===== config.mk =====
export PLATFORM = sky130hd
export DESIGN_NAME = spi_slv
export DESIGN_NICKNAME = d
export VERILOG_FILES = /design/src/rtl/spi_slv.sv
export SDC_FILE = /design/constraint.sdc
export NUM_CORES = 1
export LEC_CHECK = 0
export BUFFER_PORTS_ARGS = -buffer_cell sky130_fd_sc_hd__buf_2
export CAP_MARGIN = 20
export CORE_MARGIN = 2
export CORE_UTILIZATION = 56
export DETAILED_ROUTE_END_ITERATION = 16
export PLACE_DENSITY = 0.81
export SLEW_MARGIN = 20
export SYNTH_ARGS = -nofsm -noshare
export SYNTH_HDL_FRONTEND = slang
export SYNTH_SLANG_ARGS = --single-unit

===== constraint.sdc =====
create_clock -name clk -period 2.2 [get_ports clk]
set_input_delay 0.44 -clock clk [delete_from_list [all_inputs] [get_ports clk]]
set_output_delay 0.44 -clock clk [all_outputs]
set_load 0.02 [all_outputs]

===== src/rtl/spi_slv.sv =====
// -----------------------------------------------------------------------------
// spi_slv -- SPI mode-0 slave (responder), MSB first.
//
// SCLK, SS_N and MOSI are oversampled on clk through a two-flop synchroniser
// plus one delay flop used for edge detection. One MOSI bit is captured per
// SCLK rising edge. MISO advances one bit per SCLK falling edge. The transmit
// word comes from a single-entry hold register that is loaded through a
// valid/ready handshake. When SS_N deasserts, the received word, its bit count
// and an overflow flag are published along with a one-cycle rx_valid.
//
// Ports:
//   clk, sresetn      system clock, synchronous active-low reset
//   SCLK, SS_N, MOSI  asynchronous SPI inputs from the master
//   MISO, MISO_OE     registered slave data out and its pad output enable
//   tx_data/valid/rdy transmit word handshake into the hold register
//   tx_udr            pulse: a transfer started while the hold register was empty
//   rx_data/len/ovf   received word (right-justified), bit count, overflow flag
//   rx_valid          pulse: rx_* outputs were just updated
//   busy              a transfer is in progress (FSM ACTIVE)
// -----------------------------------------------------------------------------
module spi_slv #(
    parameter int SPI_MAXLEN = 16,
    parameter int CLK_DIVIDE = 100
) (
    input  logic                          clk,
    input  logic                          sresetn,
    input  logic                          SCLK,
    input  logic                          SS_N,
    input  logic                          MOSI,
    output logic                          MISO,
    output logic                          MISO_OE,
    input  logic [SPI_MAXLEN-1:0]         tx_data,
    input  logic                          tx_valid,
    output logic                          tx_rdy,
    output logic                          tx_udr,
    output logic [SPI_MAXLEN-1:0]         rx_data,
    output logic [$clog2(SPI_MAXLEN):0]   rx_len,
    output logic                          rx_valid,
    output logic                          rx_ovf,
    output logic                          busy
);

    localparam int CW = $clog2(SPI_MAXLEN) + 1;

    // The oversampler needs several clk cycles per SCLK half period.
    if (CLK_DIVIDE < 8) begin : g_div_chk
        $error("spi_slv: CLK_DIVIDE must be at least 8");
    end

    typedef enum logic [1:0] {
        IDLE   = 2'd0,
        ACTIVE = 2'd1,
        DONE   = 2'd2
    } state_e;

    // Synchroniser chains: [0]=s1, [1]=s2, [2]=s3 (edge-detect delay).
    logic [2:0] sclk_sync_q, ss_sync_q, mosi_sync_q;

    state_e                state_q, state_d;
    logic [SPI_MAXLEN-1:0] hold_q, hold_d;
    logic                  hold_full_q, hold_full_d;
    logic [SPI_MAXLEN-1:0] shift_tx_q, shift_tx_d;
    logic [SPI_MAXLEN-1:0] rx_shift_q, rx_shift_d;
    logic [CW-1:0]         bit_cnt_q, bit_cnt_d;
    logic                  ovf_q, ovf_d;
    logic                  miso_q, miso_d;
    logic                  tx_udr_q, tx_udr_d;
    logic [SPI_MAXLEN-1:0] rx_data_q, rx_data_d;
    logic [CW-1:0]         rx_len_q, rx_len_d;
    logic                  rx_valid_q, rx_valid_d;
    logic                  rx_ovf_q, rx_ovf_d;
    logic                  pend_q, pend_d;

    logic                  sclk_rise, sclk_fall, ss_rise, ss_fall, mosi_s2;
    logic [SPI_MAXLEN-1:0] len_mask;

    assign sclk_rise =  sclk_sync_q[1] & ~sclk_sync_q[2];
    assign sclk_fall = ~sclk_sync_q[1] &  sclk_sync_q[2];
    assign ss_rise   =  ss_sync_q[1]   & ~ss_sync_q[2];
    assign ss_fall   = ~ss_sync_q[1]   &  ss_sync_q[2];
    assign mosi_s2   =  mosi_sync_q[1];

    // Keeps only the low bit_cnt bits of rx_shift; bits above that are stale
    // leftovers from an earlier, longer transfer.
    always_comb begin
        len_mask = '0;
        for (int i = 0; i < SPI_MAXLEN; i++) begin
            len_mask[i] = (CW'(i) < bit_cnt_q);
        end
    end

    always_comb begin
        state_d     = state_q;
        hold_d      = hold_q;
        hold_full_d = hold_full_q;
        shift_tx_d  = shift_tx_q;
        rx_shift_d  = rx_shift_q;
        bit_cnt_d   = bit_cnt_q;
        ovf_d       = ovf_q;
        miso_d      = miso_q;
        tx_udr_d    = 1'b0;
        rx_data_d   = rx_data_q;
        rx_len_d    = rx_len_q;
        rx_valid_d  = 1'b0;
        rx_ovf_d    = rx_ovf_q;
        pend_d      = pend_q;

        case (state_q)
            IDLE: begin
                miso_d = 1'b0;
                if (ss_fall || pend_q) begin
                    pend_d = 1'b0;
                    if (hold_full_q) begin
                        shift_tx_d  = hold_q;
                        hold_full_d = 1'b0;
                    end else begin
                        shift_tx_d = '0;
                        tx_udr_d   = 1'b1;
                    end
                    bit_cnt_d = '0;
                    ovf_d     = 1'b0;
                    miso_d    = shift_tx_d[SPI_MAXLEN-1];
                    state_d   = ACTIVE;
                end
            end

            ACTIVE: begin
                if (ss_rise) begin
                    // Results are registered on the way into DONE so that
                    // rx_valid and rx_data/len/ovf are visible during the DONE
                    // cycle together. SCLK edges in this cycle are dropped.
                    state_d = DONE;
                    miso_d  = 1'b0;
                    if (bit_cnt_q != '0) begin
                        rx_data_d  = rx_shift_q & len_mask;
                        rx_len_d   = bit_cnt_q;
                        rx_ovf_d   = ovf_q;
                        rx_valid_d = 1'b1;
                    end
                end else begin
                    if (sclk_rise) begin
                        rx_shift_d = {rx_shift_q[SPI_MAXLEN-2:0], mosi_s2};
                        if (bit_cnt_q == CW'(SPI_MAXLEN)) begin
                            ovf_d = 1'b1;
                        end else begin
                            bit_cnt_d = bit_cnt_q + 1'b1;
                        end
                    end
                    if (sclk_fall) begin
                        shift_tx_d = shift_tx_q << 1;
                        miso_d     = shift_tx_q[SPI_MAXLEN-2];
                    end
                end
            end

            DONE: begin
                miso_d  = 1'b0;
                // An SS_N fall seen here is remembered and served from IDLE.
                if (ss_fall) begin
                    pend_d = 1'b1;
                end
                state_d = IDLE;
            end

            default: begin
                state_d = IDLE;
                miso_d  = 1'b0;
            end
        endcase

        // A load only happens while the hold register is empty, so it never
        // collides with the hand-off above; a word arriving in the same cycle
        // as the SS_N fall waits here for the next transfer.
        if (tx_valid && !hold_full_q) begin
            hold_d      = tx_data;
            hold_full_d = 1'b1;
        end
    end

    always_ff @(posedge clk) begin
        if (!sresetn) begin
            sclk_sync_q <= '0;
            ss_sync_q   <= '0;
            mosi_sync_q <= '0;
            state_q     <= IDLE;
            hold_q      <= '0;
            hold_full_q <= 1'b0;
            shift_tx_q  <= '0;
            rx_shift_q  <= '0;
            bit_cnt_q   <= '0;
            ovf_q       <= 1'b0;
            miso_q      <= 1'b0;
            tx_udr_q    <= 1'b0;
            rx_data_q   <= '0;
            rx_len_q    <= '0;
            rx_valid_q  <= 1'b0;
            rx_ovf_q    <= 1'b0;
            pend_q      <= 1'b0;
        end else begin
            sclk_sync_q <= {sclk_sync_q[1:0], SCLK};
            ss_sync_q   <= {ss_sync_q[1:0], SS_N};
            mosi_sync_q <= {mosi_sync_q[1:0], MOSI};
            state_q     <= state_d;
            hold_q      <= hold_d;
            hold_full_q <= hold_full_d;
            shift_tx_q  <= shift_tx_d;
            rx_shift_q  <= rx_shift_d;
            bit_cnt_q   <= bit_cnt_d;
            ovf_q       <= ovf_d;
            miso_q      <= miso_d;
            tx_udr_q    <= tx_udr_d;
            rx_data_q   <= rx_data_d;
            rx_len_q    <= rx_len_d;
            rx_valid_q  <= rx_valid_d;
            rx_ovf_q    <= rx_ovf_d;
            pend_q      <= pend_d;
        end
    end

    assign MISO     = miso_q;
    assign MISO_OE  = (state_q == ACTIVE);
    assign busy     = (state_q == ACTIVE);
    assign tx_rdy   = ~hold_full_q;
    assign tx_udr   = tx_udr_q;
    assign rx_data  = rx_data_q;
    assign rx_len   = rx_len_q;
    assign rx_valid = rx_valid_q;
    assign rx_ovf   = rx_ovf_q;

endmodule


; ---- Word level (Yosys, flattened, before mapping)
; Index checks and enable logic that the tools add are counted.
[classes]
bitwise_logic = 11
div_mod_pow = 0
shifts = 0
reduce_logical = 19
mul = 0
addsub = 1
n_lt_le_gt_ge = 16
n_eq_ne = 12
n_mux = 28
[ops]
columns = op, count
row1 = 15-bit 2-to-1 mux, 3
row2 = 4-bit by 5-bit less-than comparator with 1-bit output (first input constant), 8
row3 = 15-bit one-hot mux with 2 select lines, 1
row4 = 3-bit by 5-bit less-than comparator with 1-bit output (first input constant), 4
row5 = 5-bit 2-to-1 mux, 4
row6 = 16-bit bitwise AND, 1
row7 = 16-bit 2-to-1 mux, 1
row8 = 3-bit AND reduction, 5
row9 = 1-bit 2-to-1 mux, 12
row10 = 1-bit by 5-bit less-than comparator with 1-bit output (first input constant), 2
row11 = 2-bit by 5-bit less-than comparator with 1-bit output (first input constant), 2
row12 = 5-bit one-hot mux with 2 select lines, 1
row13 = 5-bit AND reduction, 2
row14 = 2-bit by 1-bit inequality test with 1-bit output (second input constant), 4
row15 = 2-bit inequality test (second input constant), 4
row16 = 2-bit nonzero test, 4
row17 = 1-bit inverter, 6
row18 = 1-bit one-hot mux with 2 select lines, 3
row19 = 5-bit by 1-bit adder with 5-bit output (second input constant), 1
row20 = 5-bit equality test (second input constant), 1
row21 = 5-bit nonzero test, 1
row22 = 1-bit bitwise AND, 4
row23 = 2-bit 2-to-1 mux, 2
row24 = 2-bit one-hot mux with 2 select lines, 1
row25 = 9 further kinds, 10
[totals]
output_inout_bits = 28
elab_cells = 104
mem_bits_ro = 0
latchBits = 0
register_bits = 90
ram_bits = 0
n_memories = 0

; ---- Logic depth before layout (Yosys ltp)
[depth]
ltp_word = 6
depth_mapped = 7
ltp_nobuf = 6

; ---- Least setup slack after synthesis
; Ideal clock, no wire load.
[synth_timing]
path_type = flip-flop to flip-flop
startpoint = register bit_cnt_q[1]
endpoint = register bit_cnt_q[1]
arrival_ps = 1589
path_buffers = 1
synth_period_minus_slack_ps = 1707
path_slack_ps = 493
setup_time_ps = 117
path_stages_with_launch = 8
path_cell_list = dfxtp_1 > clkbuf_1 > inv_1 > ha_1 > nand4bb_1 > a21oi_1 > nand2b_1 > a32o_1
[synth_via]
elab_chain_len = 5
[synth_lines]
columns = element, line
row1 = "start, declared", 64  ; logic [CW-1:0] bit_cnt_q, bit_cnt_d;
row2 = "start signal, assigned", 208  ; bit_cnt_q <= bit_cnt_d;
row3 = 5-bit by 1-bit adder with 5-bit output, 146  ; bit_cnt_d = bit_cnt_q + 1'b1;
row4 = 5-bit 2-to-1 mux, 143  ; if (bit_cnt_q == CW'(SPI_MAXLEN)) begin
row5 = 5-bit 2-to-1 mux, 141  ; if (sclk_rise) begin
row6 = 5-bit 2-to-1 mux, 128  ; if (ss_rise) begin
row7 = 5-bit one-hot mux with 2 select lines, 108  ; case (state_q)
; Several ways; a longest one is shown, not always the timed one. The select of a mux whose other input is x is not followed.
; A chain may end at the register's enable or synchronous reset.

; ---- Final worst setup path
[layout_timing]
startpoint = register state_q[0]
endpoint = output port busy
[layout_via]
elab_chain_len = 1
[layout_lines]
columns = element, line
row1 = "start, declared", 59  ; state_e state_q, state_d;
row2 = "start signal, assigned", 203  ; state_q <= state_d;
row3 = 2-bit by 1-bit equality test with 1-bit output, 222  ; assign busy = (state_q == ACTIVE);
row4 = "end, declared", 40  ; output logic busy
; No other way between the ends.

==> metrics <==
outcome=finished clean; grt met3 use=0.04451; peak supply drop=0.0005374 V; final hold violations=0; clock slew at reported path FFs=roughly 80 ps; Synth Area in XOR/XNOR=0; HP Class=in2reg; crit share post-route=0.9193; synth-to-layout area growth=13.55%; number of flops mapped to enable cells by yosys=0; largest net degree at the start of global routing=42; Post-Synth Adder-Cell Area=0.006983; # nets final=roughly 500; number of diodes=0; synthesized instance count=between 400 and 500; initial antenna violation count=0; Slew HR=0.5283; Die Y=roughly 84 um; # port buffers=49; most frequent cells in the layout=118 x nand2_1, 90 x dfxtp_1, 73 x a21oi_1, 49 x buf_2, 29 x nand3_1; power density over the cells=around 740 nW/um2; CTS tree=built; Largest stage delay, worst path=roughly 440 ps; Mapped Nets=460; CTS root buffer=clkbuf_8; Pleak=~1.5 nW; syn_area_per_cell=roughly 8.2 um2; register area share after synthesis=0.5028; PostCTS Resize Cnt=0; routability cong.=0.8649; CP bufs+invs=3; Worst Setup End Kind=output port; cell family with most CP delay=buffers and inverters; Initial DRT Pass Iterations=6; post-synth cell types=49; Worst EP arrival=approximately 1600 ps; slowest CP cell=dfxtp_1; clk_lat worst skew=between 300 and 400 ps; DRT iter0 DRCs=between 200 and 250; Setup CP Type=reg2out; CTS Buffer Depth=2; Hold Buf Count CTS=0; actual slew at the worst max-slew pin=around 700 ps; commonest non-fill, non-tap cell in the layout=nand2_1; Min Hold Slack=289.2 ps; final WL=around 7.7 mm; first-pass GRT wire length=approximately 13 mm; largest family of logic cells by synthesized area=simple AND/OR/NAND/NOR gates; Initial Util=0.5709; Ys Warns=0; gr usage total=0.2238; max_cap viols=0; Top FF cell, synth=dfxtp_1; crit-path cells=nand2b_2 > clkinv_2 > buf_4 > buf_2; num ports=50; DR DRC count=0; final setup fails=0; die width=84.00 um; Site Rows=29; met1 Resource Use GR=0.3225; Post CTS Setup Buffer Count=0; WL/cell=between 10 and 15 um; Async S/R FF share, synth=0; DR vias=between 3,000 and 4,000; CTS H-tree depth=3; Final Skew=approximately 10 ps; Seq cells post-synth=90; Worst Path Required=about 1800 ps; crit path max fanout=18; layout cells sized above 1=0.1875; CORE AREA=6277 um2; Pins Over Slew Limit=0; mux share of post-synthesis cell area=0; Worst setup SP type=flip-flop; DP HPWL=5.210 mm; Post-Synth Simple-Gate Area=0.2374; vias in the first global route=~2,800; met2 capacity usage during global routing=0.3302; vias per cell=between 5 and 6; grt total ovfl=0; die area=slightly above 7000 um2; RSZ-0062 raised after global routing=no; TritonCTS Buffers=9; Final Power=0.003019 W; Clock Sink Count=90; Routed Antenna Nets=0; gr busiest metal=met2; total negative slack=0 ps; post-synthesis instance area=between 3000 and 4000 um2; FMAX=approximately 500 MHz; Synth Area in Compound Gates=0.1994; post-route minimum period=about 2000 ps
worst register-to-register path, delay by kind of cell, from the launching register on:
family / cells / cell delay (ps)
compound gates: 2 / 830
fa+ha+maj: 1 / 250
buf+inv: 1 / 150
flops: 1 / 530
simple gates: 1 / 60
state kept, by name (all words and copies together) (netlist names):
name / flops
sclk_sync_q: 3
ss_sync_q: 3
MISO: 1
rx_data: 16
ovf_q: 1
bit_cnt_q: 5
rx_shift_q: 16
hold_full_q: 1
mosi_sync_q: 2
tx_udr: 1
rx_ovf: 1
hold_q: 16
state_q: 2
shift_tx_q: 15
rx_valid: 1
rx_len: 5
pend_q: 1
synth_stat cells, drive strengths merged (5+ instances only):
cell type,instances,area share
nor2,8,0.0084
dfxtp,90,0.50
a21oi,74,0.10
clkbuf,15,0.016
nand2,118,0.12
nand2b,5,0.0094
inv,7,0.0073
and2,9,0.016
nand3,30,0.045
a311oi,14,0.034
buf,19,0.029
o211ai,5,0.010
kinds of logic (layout without fill, tap and decap cells):
family                   after synthesis  in the layout
AO/OA/AOI/OAI                        114            114
adder cells (fa/ha/maj)                2              2
buffers and inverters                 42             86
flip-flops                            90             90
AND/OR/NAND/NOR                      188            188
power by group:
part	switching [W]	total (W)	leakage [nW]	internal (W)
clock	0.000579	0.00113	0.0945	0.000555
sequential	0.0000241	0.00170	0.731	0.00167
combinational	0.000121	0.000188	0.696	0.0000674
total	0.000724	0.00302	1.52	0.00230
final timing paths:
path | startpoint | to | slack [ps] | depth (start not counted)
setup / recovery | state_q[0] | busy | 180 | 4
hold reg to reg | ss_sync_q[0] | ss_sync_q[1] | 440 | 1
hold / removal | MOSI | mosi_sync_q[0] | 290 | 2
setup reg to reg | bit_cnt_q[1] | rx_len[2] | 280 | 5
final cells by class:
type,instances,area [um2]
Inverter,8,31.28
Timing Repair Buffer,62,342.8
Tap cell,77,96.34
Sequential cell,90,1802
Multi-Input combinational cell,304,1593
Clock buffer,10,137.6
Clock inverter,6,66.31
Fill cell,537,2208
through the flow:
stage	instance area, um2	worst slack [ps]	util	std cells
after floorplan	3583	493.2	-	436
after global placement	3862	394.2	0.6153	541
after detailed placement	3862	291.0	0.6153	541
after CTS	4066	174.2	0.6478	557
after global routing	4069	85.43	0.6482	557
final	4069	177.6	0.6482	557
metal layers:
layer	wire [um]	vias to the layer above
met5	0	-
met4	111	0
met3	463	10
met2	3377	108
met1	3744	1475
li1	-	1587
Power figures use the tool's default switching activity.
